$ cat config.mk
export PLATFORM = sky130hd
export DESIGN_NAME = tdm_demux1x4_flat
export DESIGN_NICKNAME = d
export VERILOG_FILES = /design/src/rtl/tdm_demux1x4_pkg.sv /design/src/rtl/tdm_demux1x4_if.sv /design/src/rtl/tdm_demux1x4_slot_counter.sv /design/src/rtl/tdm_demux1x4.sv /design/src/flat_wrapper.sv
export SDC_FILE = /design/constraint.sdc
export NUM_CORES = 1
export LEC_CHECK = 0
export CORE_MARGIN = 5
export CORE_UTILIZATION = 49
export CTS_BUF_LIST = sky130_fd_sc_hd__clkbuf_16
export CTS_CLUSTER_DIAMETER = 30
export DETAILED_ROUTE_END_ITERATION = 12
export PLACE_DENSITY = 0.75
export SETUP_SLACK_MARGIN = 0.3
export SLEW_MARGIN = 40
export SYNTH_ARGS = -nofsm -noshare
export SYNTH_HDL_FRONTEND = slang
export SYNTH_SLANG_ARGS = --single-unit
$ cat constraint.sdc
create_clock -name clk -period 2.4 [get_ports clk]
set_input_delay 0.36 -clock clk [delete_from_list [all_inputs] [get_ports clk]]
set_output_delay 0.36 -clock clk [all_outputs]
set_load 0.005 [all_outputs]
$ cat src/rtl/tdm_demux1x4_pkg.sv
// Shared types and constants for the 1:4 TDM demultiplexer and its slot counter.
package tdm_demux1x4_pkg;

    localparam int NUM_LANES = 4;

    // Receiver framing state: HUNT waits for fsync, LOCK tracks slots.
    typedef enum logic {
        HUNT = 1'b0,
        LOCK = 1'b1
    } state_t;

    // Slot index within a 4-lane frame.
    typedef logic [1:0] slot_t;

    localparam slot_t FIRST_SLOT = 2'd0;
    localparam slot_t LAST_SLOT  = 2'd3;

endpackage

$ cat src/rtl/tdm_demux1x4_if.sv
// Bundle of the serial TDM input stream and the rebuilt parallel frame outputs.
interface tdm_demux1x4_if #(
    parameter int WIDTH = 1
);
    import tdm_demux1x4_pkg::*;

    logic [WIDTH-1:0]           din;
    logic                       din_vld;
    logic                       fsync;
    logic [NUM_LANES*WIDTH-1:0] y;
    logic                       y_vld;
    slot_t                      sel;
    logic                       locked;
    logic                       sync_err;

    // Master drives the serial stream and observes the decoded frame.
    modport master (
        output din, din_vld, fsync,
        input  y, y_vld, sel, locked, sync_err
    );

    // Slave is the demultiplexer itself.
    modport slave (
        input  din, din_vld, fsync,
        output y, y_vld, sel, locked, sync_err
    );

endinterface

$ cat src/rtl/tdm_demux1x4_slot_counter.sv
// 2-bit wrapping slot counter with clear and load-to-1; shared with the TDM transmitter.
module tdm_slot_counter
    import tdm_demux1x4_pkg::*;
(
    input  logic  clk,
    input  logic  rst,
    input  logic  en,
    input  logic  load1,
    input  logic  clr,
    output slot_t cnt
);

    slot_t cnt_reg;

    // Clear beats load, load beats increment; increment wraps 3 -> 0 naturally.
    always_ff @(posedge clk or posedge rst) begin
        if (rst) begin
            cnt_reg <= FIRST_SLOT;
        end else if (clr) begin
            cnt_reg <= FIRST_SLOT;
        end else if (load1) begin
            cnt_reg <= slot_t'(1);
        end else if (en) begin
            cnt_reg <= slot_t'(cnt_reg + 2'd1);
        end
    end

    assign cnt = cnt_reg;

endmodule

$ cat src/rtl/tdm_demux1x4.sv
// Receive-side 1:4 TDM demultiplexer: aligns on fsync, rebuilds four lanes,
// publishes each complete frame with a one-cycle valid pulse, and handles sync loss.
module tdm_demux1x4
    import tdm_demux1x4_pkg::*;
#(
    parameter int WIDTH    = 1,
    parameter int MISS_MAX = 2
)(
    input  logic            clk,
    input  logic            rst,
    tdm_demux1x4_if.slave   bus
);

    localparam logic [3:0] MISS_LIM = 4'(MISS_MAX);

    state_t                     state_reg;
    logic [3:0]                 miss_reg;
    logic [NUM_LANES*WIDTH-1:0] y_reg;
    logic                       y_vld_reg;
    logic                       sync_err_reg;

    slot_t                      sel;
    logic                       cnt_en;
    logic                       cnt_load1;
    logic                       cnt_clr;
    logic                       shadow_wr;
    slot_t                      shadow_idx;
    logic [3:0]                 miss_next;
    logic                       miss_hit;
    logic [NUM_LANES*WIDTH-1:0] frame_word;

    assign miss_next = miss_reg + 4'd1;
    assign miss_hit  = (miss_next >= MISS_LIM);

    tdm_slot_counter u_slot_counter (
        .clk   (clk),
        .rst   (rst),
        .en    (cnt_en),
        .load1 (cnt_load1),
        .clr   (cnt_clr),
        .cnt   (sel)
    );

    // Decide how the slot counter moves and which shadow lane captures din.
    always_comb begin
        cnt_en     = 1'b0;
        cnt_load1  = 1'b0;
        cnt_clr    = 1'b0;
        shadow_wr  = 1'b0;
        shadow_idx = sel;
        if (bus.din_vld) begin
            unique case (state_reg)
                HUNT: begin
                    if (bus.fsync) begin
                        cnt_load1  = 1'b1;
                        shadow_wr  = 1'b1;
                        shadow_idx = FIRST_SLOT;
                    end
                end
                LOCK: begin
                    if (sel == FIRST_SLOT) begin
                        if (bus.fsync || !miss_hit) begin
                            // Genuine or flywheeled slot 0.
                            cnt_en    = 1'b1;
                            shadow_wr = 1'b1;
                        end else begin
                            cnt_clr = 1'b1;
                        end
                    end else if (bus.fsync) begin
                        // Early sync: restart the frame with this sample as lane 0.
                        cnt_load1  = 1'b1;
                        shadow_wr  = 1'b1;
                        shadow_idx = FIRST_SLOT;
                    end else begin
                        cnt_en    = 1'b1;
                        shadow_wr = 1'b1;
                    end
                end
                default: ;
            endcase
        end
    end

    // Shadow lanes 0..2 hold the partial frame; lane 3 comes straight from din.
    genvar gi;
    generate
        for (gi = 0; gi < NUM_LANES - 1; gi++) begin : g_lane
            logic [WIDTH-1:0] lane_reg;

            // Capture din into this lane when its slot is accepted.
            always_ff @(posedge clk or posedge rst) begin
                if (rst) begin
                    lane_reg <= '0;
                end else if (shadow_wr && (shadow_idx == slot_t'(gi))) begin
                    lane_reg <= bus.din;
                end
            end

            assign frame_word[gi*WIDTH +: WIDTH] = lane_reg;
        end
    endgenerate

    assign frame_word[(NUM_LANES-1)*WIDTH +: WIDTH] = bus.din;

    // Framing FSM with registered frame output, valid pulse and error pulse.
    always_ff @(posedge clk or posedge rst) begin
        if (rst) begin
            state_reg    <= HUNT;
            miss_reg     <= 4'd0;
            y_reg        <= '0;
            y_vld_reg    <= 1'b0;
            sync_err_reg <= 1'b0;
        end else begin
            y_vld_reg    <= 1'b0;
            sync_err_reg <= 1'b0;
            if (bus.din_vld) begin
                unique case (state_reg)
                    HUNT: begin
                        if (bus.fsync) begin
                            state_reg <= LOCK;
                            miss_reg  <= 4'd0;
                        end
                    end
                    LOCK: begin
                        if (sel == FIRST_SLOT) begin
                            if (bus.fsync) begin
                                miss_reg <= 4'd0;
                            end else if (miss_hit) begin
                                state_reg    <= HUNT;
                                miss_reg     <= 4'd0;
                                sync_err_reg <= 1'b1;
                            end else begin
                                miss_reg <= miss_next;
                            end
                        end else if (bus.fsync) begin
                            miss_reg     <= 4'd0;
                            sync_err_reg <= 1'b1;
                        end else if (sel == LAST_SLOT) begin
                            y_reg     <= frame_word;
                            y_vld_reg <= 1'b1;
                        end
                    end
                    default: state_reg <= HUNT;
                endcase
            end
        end
    end

    assign bus.y        = y_reg;
    assign bus.y_vld    = y_vld_reg;
    assign bus.sel      = sel;
    assign bus.locked   = (state_reg == LOCK);
    assign bus.sync_err = sync_err_reg;

endmodule

$ cat src/flat_wrapper.sv
// flat-port wrapper written by rule: the top's interface ports become plain ports
module tdm_demux1x4_flat import tdm_demux1x4_pkg::*;
#(
    parameter int WIDTH    = 1,
    parameter int MISS_MAX = 2
)
  (clk, rst, bus_din, bus_din_vld, bus_fsync, bus_y, bus_y_vld, bus_sel, bus_locked, bus_sync_err);
  tdm_demux1x4_if #(.WIDTH(WIDTH)) bus_i ();
  input  logic clk;
  input  logic rst;
  input wire logic [$bits(bus_i.din)-1:0] bus_din;
  input wire logic [$bits(bus_i.din_vld)-1:0] bus_din_vld;
  input wire logic [$bits(bus_i.fsync)-1:0] bus_fsync;
  output wire logic [$bits(bus_i.y)-1:0] bus_y;
  output wire logic [$bits(bus_i.y_vld)-1:0] bus_y_vld;
  output wire logic [$bits(bus_i.sel)-1:0] bus_sel;
  output wire logic [$bits(bus_i.locked)-1:0] bus_locked;
  output wire logic [$bits(bus_i.sync_err)-1:0] bus_sync_err;
  assign bus_i.din = bus_din;
  assign bus_i.din_vld = bus_din_vld;
  assign bus_i.fsync = bus_fsync;
  assign bus_y = bus_i.y;
  assign bus_y_vld = bus_i.y_vld;
  assign bus_sel = bus_i.sel;
  assign bus_locked = bus_i.locked;
  assign bus_sync_err = bus_i.sync_err;
  tdm_demux1x4 #(.WIDTH(WIDTH), .MISS_MAX(MISS_MAX)) u_core (.clk(clk), .rst(rst), .bus(bus_i));
endmodule
======== After elaboration in Yosys (flattened, before gate mapping) ========
Index checks and enable logic that the tools add are counted.
cells by class
  bitwise gates (word level) .............. 3
  equality and inequality tests ........... 3
  reductions and logical operators ........ 9
  add/sub/neg operators ................... 2
  muxes and demuxes ....................... 42
  $lt $le $gt $ge ......................... 1
operator list
  operator                                                                             count
  1-bit 2-to-1 mux                                                                     27
  4-bit 2-to-1 mux                                                                     4
  2-bit 2-to-1 mux                                                                     6
  4-bit case mux with 2 select lines                                                   1
  1-bit case mux with 2 select lines                                                   3
  5-bit AND reduction                                                                  1
  4-bit by 1-bit adder with 4-bit output, second input constant                        1
  2-bit equality test, second input constant                                           2
  4-bit by 2-bit greater-or-equal comparator with 1-bit output, second input constant  1
  2-bit zero test                                                                      2
  2-bit case mux with 2 select lines                                                   1
  1-bit logical AND                                                                    3
  1-bit inverter                                                                       3
  3-bit nonzero test                                                                   1
  2-bit by 1-bit adder with 2-bit output, second input constant                        1
  2-bit by 1-bit equality test with 1-bit output, second input constant                1
  1-bit zero test                                                                      1
  1-bit logical OR                                                                     1
word-level totals
  register bits ........................... 16
  input port bits ......................... 5
  logic and storage cells ................. 69
  output and inout port bits .............. 9

======== Longest topological paths before layout ========
  depth after elaboration ................. 11
  depth in mapped cells ................... 7
  gate-level depth less buffers ........... 7

======== Modules after synthesis ========
Synthesis repeated with hierarchy kept, for this count alone.
unflattened totals
  cells, all modules ...................... 65
  area total of the unflattened synthesis .. 765.7 µm²
by module, submodules not included
  module            cells an instance  area each (µm²)  times used  seq. area each (µm²)
  tdm_demux1x4      56                 664.4            1           350.3
  tdm_slot_counter  9                  101.3            1           50.0

======== Worst setup path after synthesis ========
Ideal clock, no wire load.
  kind .................................... register -> register
  start ................................... register u_core.miss_reg[0]
  end ..................................... register u_core.g_lane[1].lane_reg
  stages on the path, launching flop included .. 7
  buffers on the path ..................... 0
  period minus slack after synthesis ...... 1.857 ns
  data arrival time ....................... 1.730 ns
  path slack .............................. 0.543 ns
  setup time .............................. 0.128 ns
  required time ........................... 2.272 ns
  path through ............................ dfrtp_1 ha_1 or3_1 o31ai_4 a211oi_4 nor4b_2 mux2_1
between the ends
  longest elaborated chain between the ends .. 9
RTL lines
  item                                                          RTL line             text
  from (decl)                                                   tdm_demux1x4.sv:17   logic [3:0] miss_reg;
  from (signal assigned)                                        tdm_demux1x4.sv:133  miss_reg <= miss_next;
  4-bit by 1-bit adder with 4-bit output                        tdm_demux1x4.sv:32   assign miss_next = miss_reg + 4'd1;
  4-bit by 2-bit greater-or-equal comparator with 1-bit output  tdm_demux1x4.sv:33   assign miss_hit = (miss_next >= MISS_LIM);
  1-bit zero test                                               tdm_demux1x4.sv:62   if (bus.fsync || !miss_hit) begin
  1-bit logical OR                                              tdm_demux1x4.sv:62
  1-bit 2-to-1 mux                                              tdm_demux1x4.sv:62
  1-bit 2-to-1 mux                                              tdm_demux1x4.sv:61   if (sel == FIRST_SLOT) begin
  1-bit case mux with 2 select lines                            tdm_demux1x4.sv:52   unique case (state_reg)
  1-bit 2-to-1 mux                                              tdm_demux1x4.sv:51   if (bus.din_vld) begin
  1-bit logical AND                                             tdm_demux1x4.sv:94   end else if (shadow_wr && (shadow_idx == slot_t'(gi))) begin
  to (signal assigned)                                          tdm_demux1x4.sv:95   lane_reg <= bus.din;
  to (decl)                                                     tdm_demux1x4.sv:88   logic [WIDTH-1:0] lane_reg;
No other way between the ends.
A chain may end at the register's enable or synchronous reset.

======== Worst setup path in the final report ========
Same ends and word-level chain as after synthesis.

==> implementation parameters <==
Parameter                              Value

Final layout
  Final #Nets    94
  Fillers    between 100 and 150
  Top library cells by usage in the layout, fill and taps aside    sky130_fd_sc_hd__dfrtp_1 (16), sky130_fd_sc_hd__clkdlybuf4s50_1 (13), sky130_fd_sc_hd__nand2_1 (6), sky130_fd_sc_hd__inv_1 (5), sky130_fd_sc_hd__mux2_2 (5)
  Number of antenna repair diodes    0
  Most frequent standard cell in the layout excluding fill and tap cells    sky130_fd_sc_hd__dfrtp_1
  Share of final-layout standard cells stronger than drive strength 1    0.143
  Multi-input gate area    364 um^2
  Layout area overhead    28.6%
  Reg area    400 um^2

Clock tree
  Post-CTS setup-driven buffer insertion count    0
  CTS tree    done
  TritonCTS sink count    16
  Cts bufs inserted    3
  Clock-pin slew on the worst setup and hold paths    0.05 ns
  Number of gates resized after CTS    0
  Clk root buf    sky130_fd_sc_hd__clkbuf_16
  Cts hold-fix bufs    0
  Clock Tree Buf Depth    2
  Clock latency of the later-clocked register in the worst-skew pair    0.24 ns
  Deepest level of the CTS H-tree    1

Logic synthesis
  Synth warn    0
  Adder-cell share of the synthesized area    0.0636
  Post-synthesis sequential area ratio    0.509
  Cell type with the largest total area after synthesis    sky130_fd_sc_hd__dfrtp_1
  Post-Synthesis Net Count    77
  Proportion of synthesized area in mux cells    0.100
  Area fraction in compound gates after synthesis    0.119
  Proportion of netlist area held by the largest area contributor    0.509
  Simple-Gate Fraction of Synth Area    0.180
  Mean cell area of the mapped netlist    11.6 um^2
  Parity-gate share of the synthesized area counting xor and xnor cells    0
  Combinational family with the most area after synthesis    simple AND/OR/NAND/NOR gates
  Mapped cell area    787 um^2
  Most area-consuming cells after synthesis    sky130_fd_sc_hd__dfrtp_1 (51%), sky130_fd_sc_hd__mux2_2 (7.2%), sky130_fd_sc_hd__ha_1 (6.4%), sky130_fd_sc_hd__and2_1 (3.2%), sky130_fd_sc_hd__mux2_1 (2.9%)
  Post-synth cell types    25
  #FFs+latches synth    16
  Post-synthesis cell count    68

Global route
  Wire length of the first global-routing pass    approximately 2400 um
  Total congestion overflow after global routing    0
  Maximum number of pins on one net before global-route repair    17
  Antenna violations before repair    0
  Overall fraction of global-route tracks in use    0.125
  Via count of the first global-routing pass    513

Timing
  Hold WS    0.480 ns
  Period utilization    0.824
  RSZ-0062 raised after global routing    false
  Worst-Margin Slew    0.585 ns
  Final Slew Violations    0
  Worst slew margin relative to its limit    0.609
  Maximum achievable frequency    506 MHz
  Maximum clock skew at final layout    roughly 0.0030 ns
  Post-route minimum period    1.98 ns
  Final setup violation count    0
  Setup_tns    0 ns
  Number of hold violations in the final report    0

Critical path
  Slowest cell delay on critical path    0.43 ns
  Crit path capture type    register
  Worst r2r path cells    6
  Required time at the endpoint of the critical path    2.52 ns
  Arrival @ worst endpoint    2.10 ns
  Slack of the worst reg-to-reg path    0.42 ns
  Kind of start point of the critical path    register
  Category of the critical setup timing path    reg2reg
  Cell with the largest stage delay on the worst path    sky130_fd_sc_hd__dfrtp_1
  Cell Chain, Critical Path    ha_1 -> or3_1 -> o31ai_4 -> a211oi_4 -> nor4b_2 -> mux2_1
  Largest fanout of any net on the critical path    7

Route
  Routed length per placed instance    13.9 um
  Number of detailed-route iterations in the first pass    4
  Number of DRC markers in iteration 0    15
  Remaining design rule violation count    0
  Routed vias    533
  Avg Vias per Cell    between 5 and 6
  Post-Route WL    1390 um
  Number of routed nets with antenna violations    0

Power
  Power density over the cells    1140 nW/um^2
  Switching power of the nets    0.340 mW
  P_leak    ~0.45 nW
  Maximum resistive drop on vdd    617 uV
  Seq pwr share    0.379
  Portion of total power attributed to the clock network    0.273
  Switching Fraction    0.295
  Combinational share of power    0.348
  Cell-internal power    0.812 mW

Floorplanning
  I/O pin count    14
  Placement Rows    14
  Die width    50.1 um
  Starting density of the core    0.522
  Die extent in y    50.1 um
  Die Outline Area    2510 um^2
  Floorplan core area    1510 um^2

Placed design
  I/O Buffers    13
  Final estimated routing congestion in global placement    0.865
  Post-detailed-placement half-perimeter wirelength    approximately 1000 um

Flow run
  Number of max-capacitance violations reported    0

Status
  Run status    complete, no violations

Min path
  Classification of the worst-slack hold path    in2async
## area by class of cell
cell class	count	share of cell area
Sequential cell	16	0.396
Tap cell	16	0.0198
Clock buffer	3	0.0742
Multi-Input combinational cell	46	0.360
Timing Repair Buffer	13	0.129
Inverter	5	0.0185
Clock inverter	1	0.00371
## per-layer routing
| metal | up-vias | part of all wire | track usage |
|---|---|---|---|
| li1 | 267 | - | - |
| met1 | 244 | 0.49 | 0.183 |
| met2 | 20 | 0.45 | 0.167 |
| met3 | 2 | 0.060 | 0.0271 |
| met4 | 0 | 0.0029 | 0.0655 |
| met5 | - | 0 | 0 |
## cell usage after synthesis, drive strengths merged
master  instances
inv             5
nand4           1
and2            4
nand2           6
a21boi          1
and3b           1
clkbuf          1
a21oi           4
mux2            7
nor3b           1
dfrtp          16
nor4b           1
nor2b           2
or3             2
a211oi          1
ha              4
nand3           1
o21ai           3
o31ai           1
nand3b          1
nor2            2
nor3            1
o22ai           1
and3            1
## power by group through the flow
stage / combinational (mW) / sequential [mW] / clock [mW]
3_3_place_gp: 0.386 / 0.435 / 0
6_report: 0.401 / 0.436 / 0.315
2_1_floorplan: 0.220 / 0.433 / 0
4_1_cts: 0.405 / 0.437 / 0.322
3_5_place_dp: 0.401 / 0.439 / 0
5_1_grt: 0.446 / 0.450 / 0.341
## metrics by stage
stage | setup WS, ns | util | power [mW] | area [um^2] | cells
6_report | 0.422 | 0.672 | 1.15 | 1010 | 100
5_1_grt | 0.314 | 0.672 | 1.24 | 1010 | 100
4_1_cts | 0.406 | 0.672 | 1.16 | 1010 | 100
3_5_place_dp | 0.319 | 0.620 | 0.840 | 933 | 96
3_3_place_gp | 0.368 | 0.620 | 0.820 | 933 | 96
2_1_floorplan | 0.543 | - | 0.653 | 787 | 68
## logic make-up (layout without fill, tap and decap cells)
logic type | Yosys count | after routing
and+or+nand+nor | 24 | 24
muxes | 7 | 7
DFF | 16 | 16
AOI/OAI and AO/OA | 11 | 11
buffers and inverters | 6 | 22
adders and majority gates | 4 | 4
## worst paths after layout
path / from / endpoint
worst min register to register: u_core.g_lane[2].lane_reg / u_core.g_lane[2].lane_reg
worst min-delay path: rst / u_core.g_lane[2].lane_reg
worst max-delay path: u_core.miss_reg[0] / u_core.g_lane[1].lane_reg
min in group clk: u_core.g_lane[2].lane_reg / u_core.g_lane[2].lane_reg
max in group asynchronous: rst / u_core.bus.locked
worst max register to register: u_core.miss_reg[0] / u_core.g_lane[1].lane_reg
## critical path: cells and delay by family, from the launching register on
family / cells / cell delay (ns)
AOI/OAI and AO/OA: 2 / 0.23
adders and majority gates: 1 / 0.23
DFF: 1 / 0.43
muxes: 1 / 0.35
and+or+nand+nor: 2 / 0.61
Note: power is estimated with default switching activity, not from simulation.
